$ cat config.mk
export PLATFORM = sky130hd
export DESIGN_NAME = parc_dmemresp_queue
export DESIGN_NICKNAME = d
export VERILOG_FILES = /design/src/rtl/parc_dmemresp_queue.sv
export SDC_FILE = /design/constraint.sdc
export NUM_CORES = 1
export LEC_CHECK = 0
export BUFFER_PORTS_ARGS = -buffer_cell sky130_fd_sc_hd__buf_2
export CORE_UTILIZATION = 57
export CTS_BUF_LIST = sky130_fd_sc_hd__clkbuf_4
export CTS_CLUSTER_DIAMETER = 30
export CTS_CLUSTER_SIZE = 24
export DETAILED_ROUTE_END_ITERATION = 8
export HOLD_SLACK_MARGIN = 0.06
export PLACE_DENSITY = 0.78
export SYNTH_ARGS = -nofsm -noshare
export SYNTH_HDL_FRONTEND = slang
export SYNTH_SLANG_ARGS = --single-unit
$ cat constraint.sdc
create_clock -name clk -period 4.22 [get_ports clk]
set_input_delay 0.211 -clock clk [delete_from_list [all_inputs] [get_ports clk]]
set_output_delay 0.211 -clock clk [all_outputs]
set_load 0.02 [all_outputs]
$ cat src/rtl/parc_dmemresp_queue.sv
// Multi-entry data-memory response queue for the PARCv2 M stage: extends
// subword loads at enqueue, buffers results while M/W stall, bypasses when empty.
module parc_dmemresp_queue #(
    parameter int DATA_W = 32,
    parameter int DEPTH  = 2,
    parameter int CNT_W  = 2
) (
    input  logic              clk,
    input  logic              reset,
    input  logic              flush,
    input  logic              enq_val,
    output logic              enq_rdy,
    input  logic [DATA_W-1:0] enq_data,
    input  logic [2:0]        enq_type,
    input  logic [1:0]        enq_offset,
    output logic              deq_val,
    input  logic              deq_rdy,
    output logic [DATA_W-1:0] deq_data,
    output logic [CNT_W-1:0]  count,
    output logic              full
);

    localparam int PTR_W = (DEPTH > 1) ? $clog2(DEPTH) : 1;
    localparam logic [PTR_W-1:0] LAST_PTR  = PTR_W'(DEPTH - 1);
    localparam logic [CNT_W-1:0] DEPTH_CNT = CNT_W'(DEPTH);

    // Subword select always looks at the low 32 bits; wider words only matter for lw.
    function automatic logic [DATA_W-1:0] extend_load(
        input logic [DATA_W-1:0] data,
        input logic [2:0]        ld_type,
        input logic [1:0]        offset
    );
        logic [31:0]       low_v;
        logic [7:0]        byte_v;
        logic [15:0]       half_v;
        logic [DATA_W-1:0] result_v;
        low_v  = data[31:0];
        byte_v = low_v[{offset, 3'b000} +: 8];
        half_v = offset[1] ? low_v[31:16] : low_v[15:0];
        case (ld_type)
            3'd1:    result_v = {{(DATA_W-8){byte_v[7]}}, byte_v};
            3'd2:    result_v = {{(DATA_W-8){1'b0}}, byte_v};
            3'd3:    result_v = {{(DATA_W-16){half_v[15]}}, half_v};
            3'd4:    result_v = {{(DATA_W-16){1'b0}}, half_v};
            default: result_v = data;
        endcase
        return result_v;
    endfunction

    // Modulo increment so non-power-of-two depths wrap correctly.
    function automatic logic [PTR_W-1:0] next_ptr(input logic [PTR_W-1:0] ptr);
        logic [PTR_W-1:0] nxt_v;
        if (ptr == LAST_PTR) begin
            nxt_v = {PTR_W{1'b0}};
        end else begin
            nxt_v = ptr + {{(PTR_W-1){1'b0}}, 1'b1};
        end
        return nxt_v;
    endfunction

    logic [DATA_W-1:0] mem_r [0:DEPTH-1];
    logic [PTR_W-1:0]  head_r;
    logic [PTR_W-1:0]  tail_r;
    logic [CNT_W-1:0]  count_r;
    logic              full_r;

    logic [DATA_W-1:0] ext_data_s;
    logic [DATA_W-1:0] deq_data_s;
    logic [CNT_W-1:0]  count_nxt_s;
    logic              empty_s;
    logic              enq_rdy_s;
    logic              deq_val_s;
    logic              enq_fire_s;
    logic              deq_fire_s;
    logic              wr_s;
    logic              rd_s;

    // Handshake, bypass/storage decision and next occupancy.
    always_comb begin
        ext_data_s = extend_load(enq_data, enq_type, enq_offset);
        empty_s    = (count_r == {CNT_W{1'b0}});
        enq_rdy_s  = !full_r && !reset;
        if (reset || flush) begin
            deq_val_s = 1'b0;
        end else if (empty_s) begin
            deq_val_s = enq_val;
        end else begin
            deq_val_s = 1'b1;
        end
        if (empty_s) begin
            deq_data_s = ext_data_s;
        end else begin
            deq_data_s = mem_r[head_r];
        end
        enq_fire_s = enq_val && enq_rdy_s;
        deq_fire_s = deq_val_s && deq_rdy;
        // An empty queue with a ready consumer hands the word straight through.
        wr_s = enq_fire_s && !flush && !(empty_s && deq_rdy);
        rd_s = deq_fire_s && !empty_s;
        if (flush) begin
            count_nxt_s = {CNT_W{1'b0}};
        end else if (wr_s && !rd_s) begin
            count_nxt_s = count_r + {{(CNT_W-1){1'b0}}, 1'b1};
        end else if (rd_s && !wr_s) begin
            count_nxt_s = count_r - {{(CNT_W-1){1'b0}}, 1'b1};
        end else begin
            count_nxt_s = count_r;
        end
    end

    // Pointer, occupancy and full-flag state.
    always_ff @(posedge clk or posedge reset) begin
        if (reset) begin
            head_r  <= {PTR_W{1'b0}};
            tail_r  <= {PTR_W{1'b0}};
            count_r <= {CNT_W{1'b0}};
            full_r  <= 1'b0;
        end else if (flush) begin
            head_r  <= {PTR_W{1'b0}};
            tail_r  <= {PTR_W{1'b0}};
            count_r <= {CNT_W{1'b0}};
            full_r  <= 1'b0;
        end else begin
            count_r <= count_nxt_s;
            full_r  <= (count_nxt_s == DEPTH_CNT);
            if (rd_s) begin
                head_r <= next_ptr(head_r);
            end
            if (wr_s) begin
                tail_r <= next_ptr(tail_r);
            end
        end
    end

    // Entry storage holds already-extended words and is intentionally not reset.
    always_ff @(posedge clk) begin
        if (wr_s) begin
            mem_r[tail_r] <= ext_data_s;
        end
    end

    assign enq_rdy  = enq_rdy_s;
    assign deq_val  = deq_val_s;
    assign deq_data = deq_data_s;
    assign count    = count_r;
    assign full     = full_r;

endmodule

==> run_results.csv, run 1 <==
group,metric,value,unit
run_status,status,"complete, but fails checks",
synth,synth_top_area_share,49.1,%
final_layout,num_antenna_cells,0,
setup_path,reg2reg_depth,6,
clock_tree,cts_tree,"built",
clock_tree,insertion_delay,0.43,ns
placed_design,gp_congestion,0.901,
floorplan,die_x,84.9,um
synth,yosysSeqAreaShare,52.3,%
synth,syn_area,0.00392,mm2
synth,yosysWarnings,0,
final_layout,ff_latch_area,0.00205,mm2
routing,wl_per_cell,18.5,um
setup_path,cp.required,4.01,ns
min_path,hold_start,"enq_data[6]",
min_path,hold_depth,3,
final_layout,area_growth_syn_to_layout,13.6,%
run_status,violations,"DRC",
sta,max_freq,351,MHz
clock_tree,cts_setup_buffers,0,
routing,viasPerCell,6.35,
grt,grt_max_degree,63,
synth,synth_flop_cell,"edfxtp_1",
setup_path,worst-endpoint-arrival,2.64,ns
synth,ys_ff_latch,69,
floorplan,dieArea,0.00720,mm2
synth,synth_cells,376,
synth,synth-edff-count,64,
final_layout,multi_input_area,0.00170,mm2
placed_design,dp_slack,1.39,ns
grt,grt_use_total,27.7,%
setup_path,critPathKind,"in -> out",
grt,grt_pass1_wl,15200,um
sta,finalHoldViolCount,0,
sta,rsz0062_at_grt,"no",
synth,synthArstFlopShare,7.25,%
sta,finalCritPeriodShare,67.5,%
routing,firstDrtPassIters,9,
setup_path,critPathLaunchType,"input port",
final_layout,final.fill_count,514,
final_layout,fin_util,68.5,%
sta,tns,0,ns
clock_tree,h-tree-depth,3,
floorplan,initial_core_util,60.3,%
clock_tree,clock-sinks,69,
pwr,p_leak,0.00180,uW
grt,overflow,0,
setup_path,endpoint_kind,"output pin",
routing,routed-via-count,3327,
grt,antenna_found_initial,0,
pwr,p_total,1580,uW
synth,yosysTopAreaCell,"edfxtp_1",
floorplan,core-area,0.00649,mm2
setup_path,crit_path_max_fanout,31,
clock_tree,numCtsBuffers,9,
sta,layout_setup_ws,1.37,ns
job,max_cap_viol_count,0,
pwr,powerDensity,355,mW/mm2
final_layout,final_nets,485,
routing,wirelength,9710,um
routing,drc,4,
routing,antenna_left,0,
setup_path,rr_startpoint,"count[0]",
min_path,hold_path.class,"in -> reg",
synth,syn_nets,419,
sta,fin_crit,2.85,ns
sta,drv_slew,0,
floorplan,io_pins,79,
floorplan,fp.dieH,84.9,um
clock_tree,cts-root-buf,"clkbuf_4",
grt,grt_pass1_vias,3072,
synth,synth.avg_cell_area,10.4,um2
synth,synth_cell_types,51,
setup_path,cp-startpoint,"enq_offset[1]",
final_layout,layout-drive-gt1-share,26.4,%
floorplan,std_cell_rows,29,
sta,worstMarginPinSlew,1.10,ns
clock_tree,clk_pin_slew,0.11,ns
placed_design,portBuffers,78,
clock_tree,ctsLongestPathBuffers,2,
placed_design,place_hpwl,6570,um
sta,slew_headroom,26.8,%
synth,synthTopCellsByArea,"edfxtp_1, nand2_1, a211oi_1, a31oi_1, nor2b_1",
routing,drt_iter0_markers,281,
sta,finClkSkew,0.0214,ns
pwr,vdd_ir_drop_max,0.278,mV
sta,setup_viol,0,
clock_tree,cts_resized,0,
==> metrics by stage <==
step                instances  area (um2)  hold WS, ns
floorplan                 376        3920      -0.0105
CTS                       524        4450        0.156
global placement          506        4320        0.145
finish                    524        4450        0.157
global route              524        4450        0.183
detailed placement        506        4320        0.150
==> flip-flops by register name, indices dropped and copies added, names as in the netlist <==
signal and flops:
head_r 1, count 2, full 1, tail_r 1
mem_r 64
==> cells in the final DEF (no fill, tap or decap), drive strengths merged, types with 2 or more instances in the layout <==
| cell type | n |
|---|---|
| dlygate4sd3 | 2 |
| o21ai | 8 |
| mux2 | 8 |
| mux2i | 10 |
| o221ai | 3 |
| nor3 | 3 |
| nor2 | 16 |
| inv | 11 |
| clkinv | 6 |
| clkbuf | 10 |
| a21o | 5 |
| nand3b | 5 |
| nand2 | 60 |
| xnor2 | 3 |
| buf | 84 |
| a221o | 2 |
| edfxtp | 64 |
| a31o | 4 |
| a32oi | 9 |
| nor2b | 24 |
| xor2 | 3 |
| a311oi | 2 |
| o22ai | 6 |
| dfrtp | 5 |
| and2 | 6 |
| a211oi | 26 |
| a31oi | 25 |
| a21oi | 12 |
| nand3 | 2 |
| a211o | 3 |
==> path summary, 6_finish.rpt <==
path	to	slack, ns
setup / recovery	deq_data[22]	1.37
min in group asynchronous	full	0.26
setup reg to reg	mem_r[1][31]	1.49
hold / removal	mem_r[0][6]	0.16
max in group asynchronous	head_r	3.77
hold reg to reg	tail_r	0.56
==> routing by layer <==
layer  wire length, um  share of wire [%]  track usage [%]  up-vias
met5                 0                  0                0        -
met2              4720                 49             45.7      135
met3               663                6.8             3.89       14
met4               194                2.0             11.4        0
li1                  -                  -                -     1561
met1              4130                 43             37.3     1617
==> power breakdown <==
| group | total [uW] | internal (uW) | switching (uW) | leakage [uW] |
|---|---|---|---|---|
| clock | 362 | 121 | 241 | 0.0000626 |
| combinational | 433 | 153 | 281 | 0.00109 |
| sequential | 786 | 776 | 9.99 | 0.000650 |
| total | 1580 | 1050 | 531 | 0.00180 |
==> timing repair <==
| item | CTS | global route |
|---|---|---|
| endpoints found under the hold margin | 9 | 0 |
| hold buffers | 2 | 0 |
| endpoints found under the setup margin | 0 | 0 |
==> worst max-delay path, cell delays in order <==
cell and delay, ns:
buf_2 0.46, mux4_2 0.62, o21ai_2 0.86, a31oi_1 0.25
buf_2 0.23
==> logic make-up (layout without fill, tap and decap cells) <==
group / Yosys count / after routing / share of synthesized area, %
AO/OA/AOI/OAI: 113 / 113 / 20.4
XOR/XNOR: 6 / 6 / 1.34
adder cells (fa/ha/maj): 1 / 1 / 0.320
buffers and inverters: 42 / 113 / 4.54
flip-flops: 69 / 69 / 52.3
multiplexers: 19 / 19 / 5.43
AND/OR/NAND/NOR: 126 / 126 / 15.7
==> final cells by class <==
class                      count  share of cell area, %
tap                           77                   2.17
timing repair buffer          86                   10.2
clock inverter                 6                  0.675
multi-input combinational    265                   38.3
inverter                      11                  0.928
clock buffer                  10                   1.69
sequential                    69                   46.0
==> synth_stat cells, types with 2 or more instances <==
cell,number
edfxtp_1,64
nand2_1,60
a211oi_1,26
a31oi_1,25
nor2b_1,24
clkbuf_1,18
nor2_1,16
a21oi_1,12
inv_1,11
buf_2,10
mux2i_1,10
a32oi_1,9
mux2_2,8
and2_1,6
o21ai_0,6
o22ai_1,6
a21o_1,5
dfrtp_1,5
nand3b_1,5
a31o_2,4
a211o_1,3
nor3_1,3
o221ai_1,3
xnor2_1,3
xor2_1,3
a221o_1,2
a311oi_1,2
buf_1,2
nand3_1,2
o21ai_1,2
(Power assumes the default switching activity.)
==> run 2, diff against run 1 <==
ABC_AREA = 1   (was default)
CORE_UTILIZATION = 58   (was 57)
PLACE_DENSITY = 0.79   (was 0.78)
clock period = 2.9 ns   (was 4.22 ns; I/O delays follow)
==> run 2 against run 1 <==
The run now ends clean. Utilization fell by 0.096 points. Sequential cell count unchanged. Non-clock buffer count is 2 higher. Cell area increased by 5.0%. Via count grew 9.8%.
==> run_results.csv, run 2 <==
group,metric,value,unit
floorplan,die_x,86.2,um
synth,synthTopCellsByArea,"edfxtp_1, nand2_1, o211ai_1, nand3_2, inv_1",
pwr,switching_power,793,uW
final_layout,layout-drive-gt1-share,23.7,%
synth,synthArstFlopShare,7.25,%
routing,wl_per_cell,14.8,um
setup_path,crit_path_max_incr_delay,0.36,ns
synth,syn_area,0.00411,mm2
sta,finClkSkew,0.0141,ns
placed_design,place_hpwl,6680,um
synth,synth_top_area_share,46.8,%
clock_tree,cts_setup_buffers,0,
sta,setup_viol,0,
floorplan,initial_core_util,60.1,%
synth,ys_ff_latch,69,
clock_tree,cts-root-buf,"clkbuf_4",
final_layout,final_nets,617,
synth,synth_cell_types,25,
placed_design,gp_congestion,0.882,
synth,synth.avg_cell_area,8.18,um2
sta,finalCritPeriodShare,83.2,%
setup_path,r2r_slack,0.84,ns
clock_tree,h-tree-depth,3,
routing,routed-via-count,3654,
pwr,swShare,34.7,%
pwr,vdd_ir_drop_max,0.344,mV
placed_design,portBuffers,78,
final_layout,largest_register_ffs,64,
floorplan,io_pins,79,
final_layout,final_common_cell,"nand2_1",
routing,firstDrtPassIters,5,
synth,synth_cells,502,
sta,fin_crit,2.41,ns
synth,synth_flop_cell,"edfxtp_1",
sta,max_freq,415,MHz
grt,grt_pass1_wl,16300,um
sta,drv_slew,0,
routing,drc,0,
setup_path,cp_common_cell,"buf_4",
final_layout,area_growth_syn_to_layout,13.7,%
grt,overflow,0,
sta,tns,0,ns
floorplan,fp.dieH,86.2,um
pwr,p_leak,0.00230,uW
sta,finalHoldViolCount,0,
grt,grt_pass1_vias,3481,
final_layout,max_flop_register,"mem_r",
synth,yosysSeqAreaShare,49.8,%
setup_path,critPathLaunchType,"flop",
routing,wirelength,9960,um
pwr,power.internal,1490,uW
synth,syn_nets,545,
floorplan,dieArea,0.00742,mm2
final_layout,layout_common_cells,"nand2_1, buf_2, edfxtp_1",
min_path,hold_path.class,"in -> reg",
setup_path,critPathKind,"reg -> out",
run_status,status,"finished clean",
routing,antenna_left,0,
grt,grt_use_total,28.7,%
clock_tree,numCtsBuffers,9,
setup_path,cp.required,2.76,ns
pwr,p_total,2280,uW
setup_path,crit_path_max_fanout,20,
sta,slew_headroom,54.4,%
sta,rsz0062_at_grt,"no",
synth,yosysTopAreaCell,"edfxtp_1",
clock_tree,ctsLongestPathBuffers,2,
pwr,powerDensity,489,mW/mm2
synth,yosysMostFrequentCell,"nand2_1",
clock_tree,clk_pin_slew,0.12,ns
sta,worstMarginPinSlew,0.682,ns
synth,synth-edff-count,64,
pwr,p_clk_share,23.3,%
pwr,p_seq_share,49.7,%
clock_tree,cts_tree,"built",
job,max_cap_viol_count,0,
synth,synthTopCellsByCount,"nand2_1, edfxtp_1, inv_1, o211ai_1, nor2_1",
floorplan,std_cell_rows,30,
clock_tree,clock-sinks,69,
grt,grt_max_degree,67,
floorplan,core-area,0.00683,mm2
setup_path,critPathSlowestCell,"dfrtp_1",
grt,antenna_found_initial,0,
setup_path,worst-endpoint-arrival,2.27,ns
pwr,power_frac_comb,26.9,%
setup_path,path_cells,"inv_1 > ha_1 > buf_4 > inv_2 > buf_4 > o211ai_1 > nand2_1 > buf_2",
clock_tree,insertion_delay,0.42,ns
final_layout,num_antenna_cells,0,
routing,viasPerCell,5.41,
final_layout,final.fill_count,581,
synth,yosysWarnings,0,
setup_path,endpoint_kind,"output pin",
routing,drt_iter0_markers,375,
[run 2: changes by cell type after synthesis, moves of 10 or more]
cell	previous run	this run
nor2_1	16	30
nor2b_1	24	0
a31oi_1	25	0
mux2i_1	10	0
o211ai_1	0	39
nand2_1	60	209
a211oi_1	26	0
o21ai_0	6	16
nand3_1	2	23
nand3_2	0	23
inv_1	11	47
[run 2: worst max-delay path: cells and delay by family, from the launching register on]
kind	cells	cell delay, ns
AO/OA/AOI/OAI	1	0.12
adder cells (fa/ha/maj)	1	0.19
buffers and inverters	5	1.04
flip-flops	1	0.36
AND/OR/NAND/NOR	1	0.11
[run 2: path summary, 6_finish.rpt]
path	startpoint	endpoint	cells past startpoint
max in group asynchronous	reset	head_r	3
max	count[0]	deq_data[15]	8
min	enq_data[17]	mem_r[1][17]	3
min in group asynchronous	reset	full	3
min reg2reg	tail_r	tail_r	1
max reg2reg	count[0]	mem_r[0][7]	7
[run 2: final cells by class]
| cell class | count | area (um2) | share of cell area (%) |
|---|---|---|---|
| clock buffers | 9 | 67.6 | 1.45 |
| clock inverters | 7 | 42.5 | 0.911 |
| inverters | 50 | 188 | 4.02 |
| multi-input cells | 356 | 1730 | 37.1 |
| flip-flops and latches | 69 | 2050 | 43.8 |
| well taps | 96 | 120 | 2.57 |
| repair buffers | 88 | 473 | 10.1 |
[run 2: per-stage QoR]
step	utilization [%]	hold slack [ns]	instance area (um2)	instances	worst slack [ns]
global placement	66.3	0.0832	4530	656	0.820
finish	68.4	0.0771	4670	675	0.488
floorplan	-	-0.0682	4110	502	-0.0224
global route	68.4	0.0639	4670	675	0.320
detailed placement	66.3	0.0883	4530	656	0.748
CTS	68.4	0.0640	4670	675	0.476
[run 2: power by group through the flow]
stage / clock network [uW] / registers (uW) / logic, uW
6_report: 533 / 1140 / 615
5_1_grt: 590 / 1140 / 674
4_1_cts: 542 / 1140 / 614
3_5_place_dp: 0 / 1160 / 608
3_3_place_gp: 0 / 1160 / 600
2_1_floorplan: 0 / 1160 / 405
[run 2: repair_timing]
action	CTS	global route
hold buffers	3	0
hold endpoints to repair	7	0
gates resized for setup	0	0
[run 2: per-layer routing]
layer / up-vias / share of wire, % / track usage [%] / wire length, um
met5: - / 0 / 0 / 0
met4: 0 / 3.2 / 15.3 / 314
met3: 27 / 6.3 / 4.62 / 625
met2: 154 / 47 / 43.7 / 4640
met1: 1675 / 44 / 39.6 / 4380
li1: 1798 / - / - / -
[run 2: cell families (layout without fill, tap and decap cells)]
family	count (synthesis)	in the layout	share of synthesized area, %
AND/OR/NAND/NOR	296	296	32.2
buffers and inverters	77	154	8.10
flip-flops	69	69	49.8
AO/OA/AOI/OAI	59	59	9.56
adder cells (fa/ha/maj)	1	1	0.305
==> run 3, diff against run 2 <==
CORE_UTILIZATION = 52   (was 58)
PLACE_DENSITY = 0.75   (was 0.79)
clock period = 2.1 ns   (was 2.9 ns; I/O delays follow)
==> run 3 against run 2 <==
Clock skew grew 0.0023 ns. Sequential power grew 38%. Non-clock buffer count increased by 22. Clock-buffer cell count up 2. Critical path depth decreased by 1. First-iteration DRC count down 43%. Combinational power up 46%. Sequential share of layout area is 2.6 points lower. Cell area grew 6.4%. Power increased by 45%.
==> run_results.csv, run 3 (same netlist as run 2, synthesis figures left out) <==
group,metric,value,unit
run_status,status,"finished clean",
grt,antenna_found_initial,0,
final_layout,design_area,0.00497,mm2
placed_design,place_hpwl,6980,um
setup_path,path_cells,"inv_1 > ha_2 > clkinv_4 > buf_8 > o211ai_1 > nand2_1 > buf_2",
floorplan,io_pins,79,
placed_design,dp_cells,667,
setup_path,reg2reg_depth,6,
clock_tree,clock-sinks,69,
setup_path,critPathSlowestCell,"dfrtp_1",
clock_tree,h-tree-depth,3,
routing,firstDrtPassIters,4,
clock_tree,insertion_delay,0.42,ns
grt,overflow,0,
sta,fin_crit,1.99,ns
pwr,p_leak,0.00242,uW
setup_path,r2r_slack,0.40,ns
clock_tree,clk_pin_slew,0.12,ns
routing,drt_iter0_markers,214,
routing,viasPerCell,5.23,
placed_design,place_area,0.00461,mm2
final_layout,layout-drive-gt1-share,24.0,%
grt,grt_pass1_wl,17100,um
pwr,powerDensity,667,mW/mm2
placed_design,portBuffers,78,
final_layout,fin_util,64.7,%
job,max_cap_viol_count,0,
setup_path,r2r-end,"mem_r[1][5]",
placed_design,gp_congestion,0.972,
sta,max_freq,504,MHz
setup_path,crit_path_max_incr_delay,0.39,ns
floorplan,dieArea,0.00826,mm2
setup_path,crit_path_max_fanout,21,
clock_tree,cts-root-buf,"clkbuf_4",
clock_tree,numCtsBuffers,9,
setup_path,critPathLaunchType,"flop",
routing,wl_per_cell,14.4,um
sta,drv_slew,0,
final_layout,final_nets,639,
floorplan,fp.dieH,90.9,um
grt,grt_max_degree,67,
min_path,hold_end,"mem_r[1][25]",
setup_path,endpoint_kind,"output pin",
setup_path,critPathKind,"reg -> out",
final_layout,stdcell_count,703,
final_layout,largest_register_ffs,64,
pwr,power.internal,2250,uW
sta,finalCritPeriodShare,94.5,%
floorplan,die_x,90.9,um
final_layout,max_flop_register,"mem_r",
sta,finClkSkew,0.0164,ns
routing,drc,0,
grt,grt_use_total,26.5,%
pwr,p_total,3310,uW
routing,antenna_left,0,
min_path,hold_path.class,"in -> reg",
sta,finalHoldViolCount,0,
pwr,power_frac_comb,27.1,%
min_path,hold_depth,3,
clock_tree,cts_setup_buffers,0,
clock_tree,ctsLongestPathBuffers,2,
pwr,p_seq_share,47.3,%
routing,routed-via-count,3679,
floorplan,std_cell_rows,32,
sta,rsz0062_at_grt,"no",
routing,wirelength,10100,um
min_path,hold_start,"enq_data[25]",
pwr,vdd_ir_drop_max,0.411,mV
final_layout,final_common_cell,"nand2_1",
sta,setup_viol,0,
clock_tree,cts_tree,"built",
floorplan,core-area,0.00769,mm2
final_layout,layout_common_cells,"nand2_1, buf_2, edfxtp_1",
setup_path,cp.required,2.00,ns
final_layout,num_antenna_cells,0,
sta,worstMarginPinSlew,0.462,ns
grt,grt_pass1_vias,3666,
pwr,p_clk_share,25.6,%
final_layout,area_growth_syn_to_layout,21.0,%
pwr,swShare,32.2,%
floorplan,initial_core_util,53.4,%
sta,slew_headroom,69.1,%
pwr,switching_power,1070,uW
setup_path,worst-endpoint-arrival,1.88,ns
setup_path,rr_startpoint,"count[0]",
run 3: changes by cell type in the layout (fill, tap and decap cells not counted):
| cell | change |
|---|---|
| clkbuf_4 | +2 |
| clkinv_1 | -1 |
| ha_1 | -1 |
| buf_12 | +3 |
| inv_2 | -1 |
| bufinv_16 | +1 |
| clkinv_4 | -1 |
| dlygate4sd3_1 | +17 |
| buf_8 | +2 |
| ha_2 | +1 |
run 3: metrics by stage:
stage | hold slack [ns] | worst slack, ns | TNS (ns)
after floorplan | -0.108 | -0.319 | -20.41
after global placement | 0.0416 | 0.369 | 0
after detailed placement | 0.0570 | 0.330 | 0
after CTS | 0.0630 | 0.0373 | 0
after global routing | 0.0655 | 0.000642 | 0
final | 0.0808 | 0.114 | 0
run 3: cell type report:
cell class | count | area [um2]
clock buffers | 11 | 82.6
repair buffers | 110 | 733
multi-input cells | 356 | 1740
fillers | 691 | 2720
flip-flops and latches | 69 | 2050
clock inverters | 5 | 51.3
well taps | 102 | 128
inverters | 50 | 193
run 3: worst max path at each step:
stage | startpoint | end | slack [ns] | cells past startpoint
after floorplan | count[0] | mem_r[0][0] | -0.32 | 6
after global placement | count[0] | full | 0.37 | 10
after detailed placement | count[0] | full | 0.33 | 10
after CTS | count[0] | deq_data[29] | 0.04 | 7
after global routing | count[0] | deq_data[29] | 0.0006 | 7
final | count[0] | deq_data[29] | 0.11 | 7
run 3: what timing repair did:
item / in CTS / in global routing
endpoints found under the setup margin: 21 / 24
hold endpoints to repair: 41 / 0
resized for setup: 2 / 5
hold buffers: 20 / 0
run 3: worst max-delay path: cells and delay by family, from the launching register on:
kind / cells / cell delay (ns)
buffers and inverters: 4 / 0.61
flip-flops: 1 / 0.39
AO/OA/AOI/OAI: 1 / 0.10
AND/OR/NAND/NOR: 1 / 0.10
adder cells (fa/ha/maj): 1 / 0.26
run 3: routing by layer:
metal | vias to the layer above | global-route usage, % | part of all wire, %
met2 | 135 | 44.4 | 49
met1 | 1683 | 33.3 | 43
met4 | 0 | 11.8 | 2.3
met3 | 22 | 5.05 | 6.5
met5 | - | 0 | 0
li1 | 1839 | - | -
run 3: power by group through the flow:
stage,clock network (uW),logic [uW],registers (uW)
global placement,0,843,1600
CTS,872,894,1570
floorplan,0,560,1600
finish,847,898,1570
global route,933,995,1570
detailed placement,0,859,1600
